`config.mk`:
```
export PLATFORM = sky130hd
export DESIGN_NAME = ram_wr_ctrl_flat
export DESIGN_NICKNAME = d
export VERILOG_FILES = /design/src/rtl/ram_wr_ctrl_if.sv /design/src/rtl/ram_wr_ctrl.sv /design/src/flat_wrapper.sv
export SDC_FILE = /design/constraint.sdc
export NUM_CORES = 1
export LEC_CHECK = 0
export BUFFER_PORTS_ARGS = -buffer_cell sky130_fd_sc_hd__buf_2
export CAP_MARGIN = 20
export CORE_UTILIZATION = 55
export DETAILED_ROUTE_END_ITERATION = 12
export PLACE_DENSITY = 0.8
export SYNTH_ARGS = -nofsm -noshare
export SYNTH_HDL_FRONTEND = slang
export SYNTH_SLANG_ARGS = --single-unit
```
`constraint.sdc`:
```
create_clock -name clk -period 2.31 [get_ports clk]
set_clock_uncertainty 0.2 [all_clocks]
set_input_delay 0.1155 -clock clk [delete_from_list [all_inputs] [get_ports clk]]
set_output_delay 0.1155 -clock clk [all_outputs]
set_load 0.005 [all_outputs]
```
`src/rtl/ram_wr_ctrl_if.sv`:
```
// Write-port bundle between ram_wr_ctrl and the RAM / read-side controller.
// The master side is the write controller; the slave side is its environment.
interface ram_wr_ctrl_if #(
   parameter int unsigned DATA_W = 8,
   parameter int unsigned ADDR_W = 5
) ();

   logic              pause;
   logic              rd_done;
   logic              ram_wr_en;
   logic [ADDR_W-1:0] ram_wr_addr;
   logic [DATA_W-1:0] ram_wr_data;
   logic              wr_done;
   logic [DATA_W-1:0] pass_cnt;

   modport master (
      input  pause,
      input  rd_done,
      output ram_wr_en,
      output ram_wr_addr,
      output ram_wr_data,
      output wr_done,
      output pass_cnt
   );

   modport slave (
      output pause,
      output rd_done,
      input  ram_wr_en,
      input  ram_wr_addr,
      input  ram_wr_data,
      input  wr_done,
      input  pass_cnt
   );

endinterface

```
`src/rtl/ram_wr_ctrl.sv`:
```
// Port-A write controller: fills the RAM with an incrementing pattern, flags the
// pass as done, and refills with the next offset once the reader acknowledges.
module ram_wr_ctrl #(
   parameter int unsigned DATA_W    = 8,
   parameter int unsigned ADDR_W    = 5,
   parameter int unsigned DEPTH     = 32,
   parameter int unsigned START_DLY = 10
) (
   input  logic          clk,
   input  logic          rst_n,
   ram_wr_ctrl_if.master wr_if
);

   // One extra index bit so the index can reach DEPTH when DEPTH = 2^ADDR_W.
   localparam int unsigned IdxW = ADDR_W + 1;
   localparam int unsigned CntW = (START_DLY > 1) ? $clog2(START_DLY) : 1;

   typedef enum logic [1:0] {StWait, StWrite, StDone} state_e;

   state_e            state_q;
   logic [CntW-1:0]   dly_q;
   logic [IdxW-1:0]   idx_q;
   logic [DATA_W-1:0] offset_q;
   logic [DATA_W-1:0] pass_q;
   logic              en_q;
   logic [ADDR_W-1:0] addr_q;
   logic [DATA_W-1:0] data_q;
   logic              done_q;
   logic [DATA_W-1:0] data_d;

   always_comb begin
      data_d = DATA_W'(idx_q) + offset_q;
   end

   always_ff @(posedge clk or negedge rst_n) begin
      if (!rst_n) begin
         state_q  <= StWait;
         dly_q    <= '0;
         idx_q    <= '0;
         offset_q <= '0;
         pass_q   <= '0;
         en_q     <= 1'b0;
         addr_q   <= '0;
         data_q   <= '0;
         done_q   <= 1'b0;
      end else begin
         case (state_q)
            StWait: begin
               if (dly_q == CntW'(START_DLY - 1)) begin
                  state_q <= StWrite;
                  dly_q   <= '0;
               end else begin
                  dly_q <= dly_q + CntW'(1);
               end
            end
            StWrite: begin
               // The edge after the final write closes the pass, whatever pause says.
               if (idx_q == IdxW'(DEPTH)) begin
                  state_q <= StDone;
                  en_q    <= 1'b0;
                  addr_q  <= '0;
                  data_q  <= '0;
                  done_q  <= 1'b1;
                  pass_q  <= pass_q + DATA_W'(1);
               end else if (!wr_if.pause) begin
                  en_q   <= 1'b1;
                  addr_q <= idx_q[ADDR_W-1:0];
                  data_q <= data_d;
                  idx_q  <= idx_q + IdxW'(1);
               end else begin
                  en_q <= 1'b0;
               end
            end
            StDone: begin
               if (wr_if.rd_done) begin
                  state_q  <= StWrite;
                  done_q   <= 1'b0;
                  offset_q <= offset_q + DATA_W'(1);
                  idx_q    <= '0;
               end
            end
            default: state_q <= StWait;
         endcase
      end
   end

   assign wr_if.ram_wr_en   = en_q;
   assign wr_if.ram_wr_addr = addr_q;
   assign wr_if.ram_wr_data = data_q;
   assign wr_if.wr_done     = done_q;
   assign wr_if.pass_cnt    = pass_q;

endmodule

```
`src/flat_wrapper.sv`:
```
// flat-port wrapper written by rule: the top's interface ports become plain ports
module ram_wr_ctrl_flat 
#(
   parameter int unsigned DATA_W    = 8,
   parameter int unsigned ADDR_W    = 5,
   parameter int unsigned DEPTH     = 32,
   parameter int unsigned START_DLY = 10
)
  (clk, rst_n, wr_if_pause, wr_if_rd_done, wr_if_ram_wr_en, wr_if_ram_wr_addr, wr_if_ram_wr_data, wr_if_wr_done, wr_if_pass_cnt);
  ram_wr_ctrl_if #(.DATA_W(DATA_W), .ADDR_W(ADDR_W)) wr_if_i ();
  input  logic clk;
  input  logic rst_n;
  input wire logic [$bits(wr_if_i.pause)-1:0] wr_if_pause;
  input wire logic [$bits(wr_if_i.rd_done)-1:0] wr_if_rd_done;
  output wire logic [$bits(wr_if_i.ram_wr_en)-1:0] wr_if_ram_wr_en;
  output wire logic [$bits(wr_if_i.ram_wr_addr)-1:0] wr_if_ram_wr_addr;
  output wire logic [$bits(wr_if_i.ram_wr_data)-1:0] wr_if_ram_wr_data;
  output wire logic [$bits(wr_if_i.wr_done)-1:0] wr_if_wr_done;
  output wire logic [$bits(wr_if_i.pass_cnt)-1:0] wr_if_pass_cnt;
  assign wr_if_i.pause = wr_if_pause;
  assign wr_if_i.rd_done = wr_if_rd_done;
  assign wr_if_ram_wr_en = wr_if_i.ram_wr_en;
  assign wr_if_ram_wr_addr = wr_if_i.ram_wr_addr;
  assign wr_if_ram_wr_data = wr_if_i.ram_wr_data;
  assign wr_if_wr_done = wr_if_i.wr_done;
  assign wr_if_pass_cnt = wr_if_i.pass_cnt;
  ram_wr_ctrl #(.DATA_W(DATA_W), .ADDR_W(ADDR_W), .DEPTH(DEPTH), .START_DLY(START_DLY)) u_core (.clk(clk), .rst_n(rst_n), .wr_if(wr_if_i));
endmodule
```
==> results of run 1 <==
==> synth_stat cells, types with 5 or more instances <==
cell type / instances
nor2_1: 9
nand4_1: 7
xnor2_1: 16
nand3_1: 8
a21o_1: 6
o21ai_0: 7
xor2_1: 6
nand2_1: 8
ha_1: 10
mux2_2: 5
dfrtp_1: 43
inv_1: 7
==> layout make-up <==
cell class	instances	area, um^2	area share [%]
Clock inverter	2	12.5	0.504
Inverter	7	26.3	1.06
Timing Repair Buffer	38	225	9.07
Multi-Input combinational cell	131	1010	40.7
Clock buffer	6	72.6	2.92
Sequential cell	43	1080	43.3
Tap cell	48	60.1	2.42
==> logic make-up (layout without fill, tap and decap cells) <==
group	Yosys count	after routing	synth area share (%)
DFF	43	43	50.2
adders and majority gates	11	11	6.78
xor gates and xnor gates	22	22	9.00
AOI/OAI and AO/OA	41	41	14.4
and+or+nand+nor	52	52	14.3
muxes	5	5	2.63
buffers and inverters	11	53	2.69
==> worst reg2reg max path, cell delays in order, from the launching register on <==
cell and delay (ns):
dfrtp_1 0.37, ha_1 0.19, inv_1 0.07, fa_1 0.46
nor2b_1 0.17, o31ai_1 0.14, a21o_1 0.19, a221o_1 0.29
==> repair_timing <==
action / 4_1_cts / 5_1_grt
gates resized for setup: 0 / 1
hold buffers: 2 / 0
setup endpoints to repair: 0 / 2
hold endpoints to repair: 44 / 0
==> routing by layer <==
layer	up-vias	part of all wire, %	wire (um)
li1	752	-	-
met1	767	47	1950
met2	21	48	2010
met3	7	3.3	139
met4	0	1.4	58
met5	-	0	0
==> sequential cells by signal, indices dropped and copies added, names as in the netlist <==
signal	flops
u_core.dly_q	4
u_core.wr_if.pass_cnt	8
u_core.state_q	2
u_core.wr_if.wr_done	1
u_core.wr_if.ram_wr_addr	5
u_core.wr_if.ram_wr_en	1
u_core.wr_if.ram_wr_data	8
u_core.idx_q	6
u_core.offset_q	8
==> through the flow <==
step                power [W]  hold slack, ns  area, um^2  worst slack (ns)  cells
floorplan             0.00172          -0.380        2140             0.180    185
global placement      0.00202          -0.178        2380             0.186    265
detailed placement    0.00206          -0.177        2380             0.134    265
CTS                   0.00254          0.0404        2480             0.113    275
global route          0.00269          0.0593        2480           0.00821    275
finish                0.00253          0.0281        2480             0.130    275
==> how the worst max path moves through the flow <==
stage                                           start                                      end  depth (start not counted)  slack [ns]
final                     u_core.idx_q[0]$_DFFE_PN0P_  u_core.wr_if.ram_wr_data[6]$_DFFE_PN0P_                          7        0.13
after global routing      u_core.idx_q[0]$_DFFE_PN0P_  u_core.wr_if.ram_wr_data[6]$_DFFE_PN0P_                          7       0.008
after CTS                 u_core.idx_q[1]$_DFFE_PN0P_  u_core.wr_if.ram_wr_data[7]$_DFFE_PN0P_                          6        0.11
after detailed placement  u_core.idx_q[1]$_DFFE_PN0P_  u_core.wr_if.ram_wr_data[7]$_DFFE_PN0P_                          6        0.13
after global placement    u_core.idx_q[1]$_DFFE_PN0P_  u_core.wr_if.ram_wr_data[7]$_DFFE_PN0P_                          6        0.19
after floorplan           u_core.idx_q[0]$_DFFE_PN0P_  u_core.wr_if.ram_wr_data[6]$_DFFE_PN0P_                          7        0.18
==> power groups by stage <==
| stage | Combinational (W) | Sequential [W] | Clock (W) |
|---|---|---|---|
| floorplan | 0.000586 | 0.00114 | 0 |
| global placement | 0.000909 | 0.00111 | 0 |
| detailed placement | 0.000947 | 0.00112 | 0 |
| CTS | 0.000956 | 0.00111 | 0.000477 |
| global route | 0.00105 | 0.00113 | 0.000505 |
| finish | 0.000952 | 0.00111 | 0.000466 |
==> impl_metrics.tcl, run 1 <==
set metrics [dict create \
    core_area_mm2 0.00369 \
    postCtsSetupBuffers 0 \
    final_common_cell "dfrtp_1" \
    ys_warn_count 0 \
    power.density_mw_per_mm2 1020 \
    cp-end-kind "flip-flop" \
    slew_headroom_pct 64.0 \
    io_buffers 26 \
    p_sw_w 0.000881 \
    grtUsageTotal_pct 22.7 \
    area_delta_synth_final_pct 15.9 \
    drc 0 \
    rsz0062_at_grt "no" \
    drtIter0Drc 46 \
    busiest_layer "met2" \
    viasPerCell 5.63 \
    crit_path_max_incr_delay_ns 0.46 \
    antenna_found_initial 0 \
    start_util_pct 58.1 \
    grt_overflow_total 0 \
    n_fill_cell 312 \
    reg2reg_setup_slack_ns 0.13 \
    dieArea_mm2 0.00415 \
    p_leak_nw 1.22 \
    dr.pass1.iters 4 \
    critPathSlowestCell "fa_1" \
    fin_crit_ns 2.18 \
    crit_family "adder cells" \
    cts_sinks 43 \
    required_ns 2.30 \
    cts_tree "yes" \
    cp.arrival_ns 2.17 \
    grt_pass1_wl_um 7070 \
    drv_cap 0 \
    drive_above_1_share_pct 25.6 \
    die_w_um 64.4 \
    crit_path_max_fanout 3 \
    status "complete, no violations" \
    synthesis.area_mm2 0.00214 \
    grt_use_met3_pct 6.25 \
    core.rowCount 22 \
    cts_htree_levels 2 \
    fin_nets 241 \
    critPathKind "reg -> reg" \
    netSwitchingFraction_pct 34.9 \
    syn_avg_cell_area_um2 11.6 \
    ys_ff_latch 43 \
    clk_path_buf_depth 2 \
    synth.top_cell.area_share_pct 50.2 \
    diodes 0 \
    synthFlopType "dfrtp_1" \
    yosysSeqAreaShare_pct 50.2 \
    syn_inst 185 \
    met1_usage_pct 29.5 \
    synth_top_area_cell "dfrtp_1" \
    worst_pin_slew_ns 0.540 \
    pwr-share-clk_pct 18.4 \
    seqPwrFrac_pct 43.9 \
    vias 1547 \
    worstHoldPathType "in -> async" \
    combinationalPowerShare_pct 37.7 \
    max_freq_mhz 459 \
    critPathBufInv 1 \
    synth_edf_count 0 \
    routed_wl_um 4160 \
    async_reset_ff_share_pct 100 \
    tns_ns 0 \
    slew_violations 0 \
    r2r_cells 7 \
    ioPinCount 27 \
    ir_worst_vdd_uv 575 \
    route.detailed.wl_per_inst_um 15.1 \
    ant_nets 0 \
    reg2reg_from "u_core.idx_q[0]$_DFFE_PN0P_" \
    first_global_vias 1538 \
    synth.distinct_cells 44 \
    syn_nets 200 \
    clock-root-buffer "clkbuf_8" \
    cts-buffers-inserted 5 \
    grt_start_max_net_pins 31 \
    crit_chain "ha_1 -> inv_1 -> fa_1 -> nor2b_1 -> o31ai_1 -> a21o_1 -> a221o_1" \
    startpoint_type "flip-flop" \
    gp_congestion 0.825 \
    dieHeight_um 64.4 \
    synth_area_leaders "dfrtp_1 (50%), xnor2_1 (6.5%), ha_1 (5.8%)" \
    post-dp-hpwl_um 3040 \
    power.internal_w 0.00165 \
    r2r_end "u_core.wr_if.ram_wr_data[6]$_DFFE_PN0P_" \
    finalCoreUtilization_pct 67.3 \
    final_cell_mix "dfrtp_1 (43), buf_2 (26), xnor2_1 (16), ha_1 (10), buf_4 (10)" \
    finalCritPeriodShare_pct 94.4 \
    clk_latency_ns 0.30 \
    setup_viol 0 \
    clkSlewWorstSetupHoldPaths_ns 0.08 \
    met2_usage_pct 36.1 \
    hold_viol_final 0 \
]
Note: power is estimated with default switching activity, not from simulation.
==> run 2, diff against run 1 <==
--- a/config.mk
+++ b/config.mk
@@ -9,7 +9,7 @@
 export CAP_MARGIN = 20
 export CORE_UTILIZATION = 55
 export DETAILED_ROUTE_END_ITERATION = 12
-export PLACE_DENSITY = 0.8
+export PLACE_DENSITY = 0.76
 export SYNTH_ARGS = -nofsm -noshare
 export SYNTH_HDL_FRONTEND = slang
 export SYNTH_SLANG_ARGS = --single-unit
==> impl_metrics.tcl, run 2 (synthesis gave the netlist of run 1 again) <==
set metrics [dict create \
    antenna_found_initial 0 \
    final_common_cell "dfrtp_1" \
    hold_viol_final 0 \
    core.rowCount 22 \
    power.internal_w 0.00171 \
    dieArea_mm2 0.00415 \
    area_delta_synth_final_pct 16.2 \
    route.detailed.wl_per_inst_um 16.4 \
    crit_path_max_fanout 3 \
    critPathSlowestCell "a2111oi_2" \
    crit_chain "ha_2 -> inv_1 -> fa_2 -> nor2b_2 -> o31ai_1 -> a2111oi_2 -> a221o_1" \
    core_area_mm2 0.00369 \
    ir_worst_vdd_uv 811 \
    p_sw_w 0.000889 \
    vias 1599 \
    worstHoldPathType "in -> reg" \
    setup_viol 0 \
    timing.final.ws_setup_ns 0.137 \
    worst_pin_slew_ns 0.931 \
    slew_headroom_pct 37.9 \
    crit_path_max_incr_delay_ns 0.42 \
    finalCritPeriodShare_pct 94.1 \
    crit_family "compound AO/OA/AOI/OAI gates" \
    cp-end-kind "flip-flop" \
    grt_overflow_total 0 \
    drv_cap 0 \
    cts_tree "yes" \
    status "complete, no violations" \
    gp_congestion 0.855 \
    n_fill_cell 285 \
    max_freq_mhz 460 \
    cts-buffers-inserted 5 \
    routed_wl_um 4470 \
    ioPinCount 27 \
    cts_sinks 43 \
    multi_input_area_mm2 0.00102 \
    fin_hold_ws_ns 0.178 \
    pwr-share-clk_pct 19.9 \
    clk_latency_ns 0.30 \
    combinationalPowerShare_pct 37.4 \
    design_area_mm2 0.00249 \
    clk_path_buf_depth 2 \
    critPathKind "reg -> reg" \
    drive_above_1_share_pct 26.2 \
    ant_nets 0 \
    required_ns 2.35 \
    post-dp-hpwl_um 3140 \
    io_buffers 26 \
    slew_violations 0 \
    grt_pass1_wl_um 7550 \
    grt_start_max_net_pins 44 \
    fin_crit_ns 2.17 \
    postCtsSetupBuffers 0 \
    first_global_vias 1628 \
    fin_nets 239 \
    dr.pass1.iters 4 \
    clkSlewWorstSetupHoldPaths_ns 0.08 \
    startpoint_type "flip-flop" \
    pre_cts_slack_ns 0.0956 \
    critPathBufInv 1 \
    placed_cell_area_mm2 0.00236 \
    grtUsageTotal_pct 24.4 \
    p_leak_nw 1.22 \
    cp.arrival_ns 2.21 \
    cts_htree_levels 2 \
    start_util_pct 58.1 \
    tns_ns 0 \
    power.density_mw_per_mm2 1040 \
    drc 0 \
    die_w_um 64.4 \
    netSwitchingFraction_pct 34.2 \
    clock-root-buffer "clkbuf_8" \
    drtIter0Drc 122 \
    viasPerCell 5.86 \
    seqPwrFrac_pct 42.7 \
    layout.cells.non_filler 273 \
    diodes 0 \
    dieHeight_um 64.4 \
    regArea_mm2 0.00108 \
    dp.cells 263 \
    final_cell_mix "dfrtp_1 (43), buf_2 (26), xnor2_1 (16), nor2_1 (9), ha_1 (9)" \
]
## run 2: cell type report
class                      instances  share of cell area (%)
sequential                        43                    43.2
multi-input combinational        131                    40.9
timing repair buffer              36                    8.44
clock buffer                       8                    4.02
tap                               48                    2.41
inverter                           7                    1.06
## run 2: path summary, 6_finish.rpt
check / endpoint / cells after the start / slack, ns / start
hold / removal: u_core.idx_q[2]$_DFFE_PN0P_ / 6 / 0.18 / wr_if_pause
setup reg to reg: u_core.wr_if.ram_wr_data[6]$_DFFE_PN0P_ / 7 / 0.14 / u_core.idx_q[0]$_DFFE_PN0P_
setup / recovery: u_core.wr_if.ram_wr_data[6]$_DFFE_PN0P_ / 7 / 0.14 / u_core.idx_q[0]$_DFFE_PN0P_
max in group asynchronous: u_core.wr_if.pass_cnt[3]$_DFFE_PN0P_ / 2 / 1.04 / rst_n
hold reg to reg: u_core.wr_if.pass_cnt[7]$_DFFE_PN0P_ / 1 / 0.28 / u_core.wr_if.pass_cnt[7]$_DFFE_PN0P_
min in group asynchronous: u_core.dly_q[3]$_DFFE_PN0P_ / 2 / 0.30 / rst_n
## run 2: power groups by stage
| stage | clock network, W | registers (W) | logic (W) |
|---|---|---|---|
| 4_1_cts | 0.000529 | 0.00111 | 0.000956 |
| 3_5_place_dp | 0 | 0.00112 | 0.000941 |
| 2_1_floorplan | 0 | 0.00114 | 0.000586 |
| 3_3_place_gp | 0 | 0.00111 | 0.000905 |
| 6_report | 0.000517 | 0.00111 | 0.000972 |
| 5_1_grt | 0.000562 | 0.00114 | 0.00107 |
## run 2: worst register-to-register path, stage by stage (launching register included)
cell and delay [ns]:
dfrtp_1 0.38, ha_2 0.21, inv_1 0.07, fa_2 0.41, nor2b_2 0.14, o31ai_1 0.12
a2111oi_2 0.42, a221o_1 0.17
## run 2: stage by stage
step,util [%],total power (W)
after floorplan,-,0.00172
final,67.5,0.00260
after global routing,67.5,0.00277
after global placement,64.0,0.00201
after detailed placement,64.0,0.00206
after CTS,67.3,0.00259
## run 2: what timing repair did
| item | in CTS | in global routing |
|---|---|---|
| resized for setup | 0 | 4 |
| setup endpoints to repair | 0 | 2 |
| hold endpoints to repair | 44 | 0 |
| hold buffers | 2 | 0 |
## run 2: metal layers
layer  vias to the layer above  global-route usage (%)  share of wire (%)
met5                         -                       0                  0
met4                         0                    10.6                1.7
met3                         8                    4.64                3.4
met2                        44                    40.7                 51
met1                       796                    30.9                 44
li1                        751                       -                  -
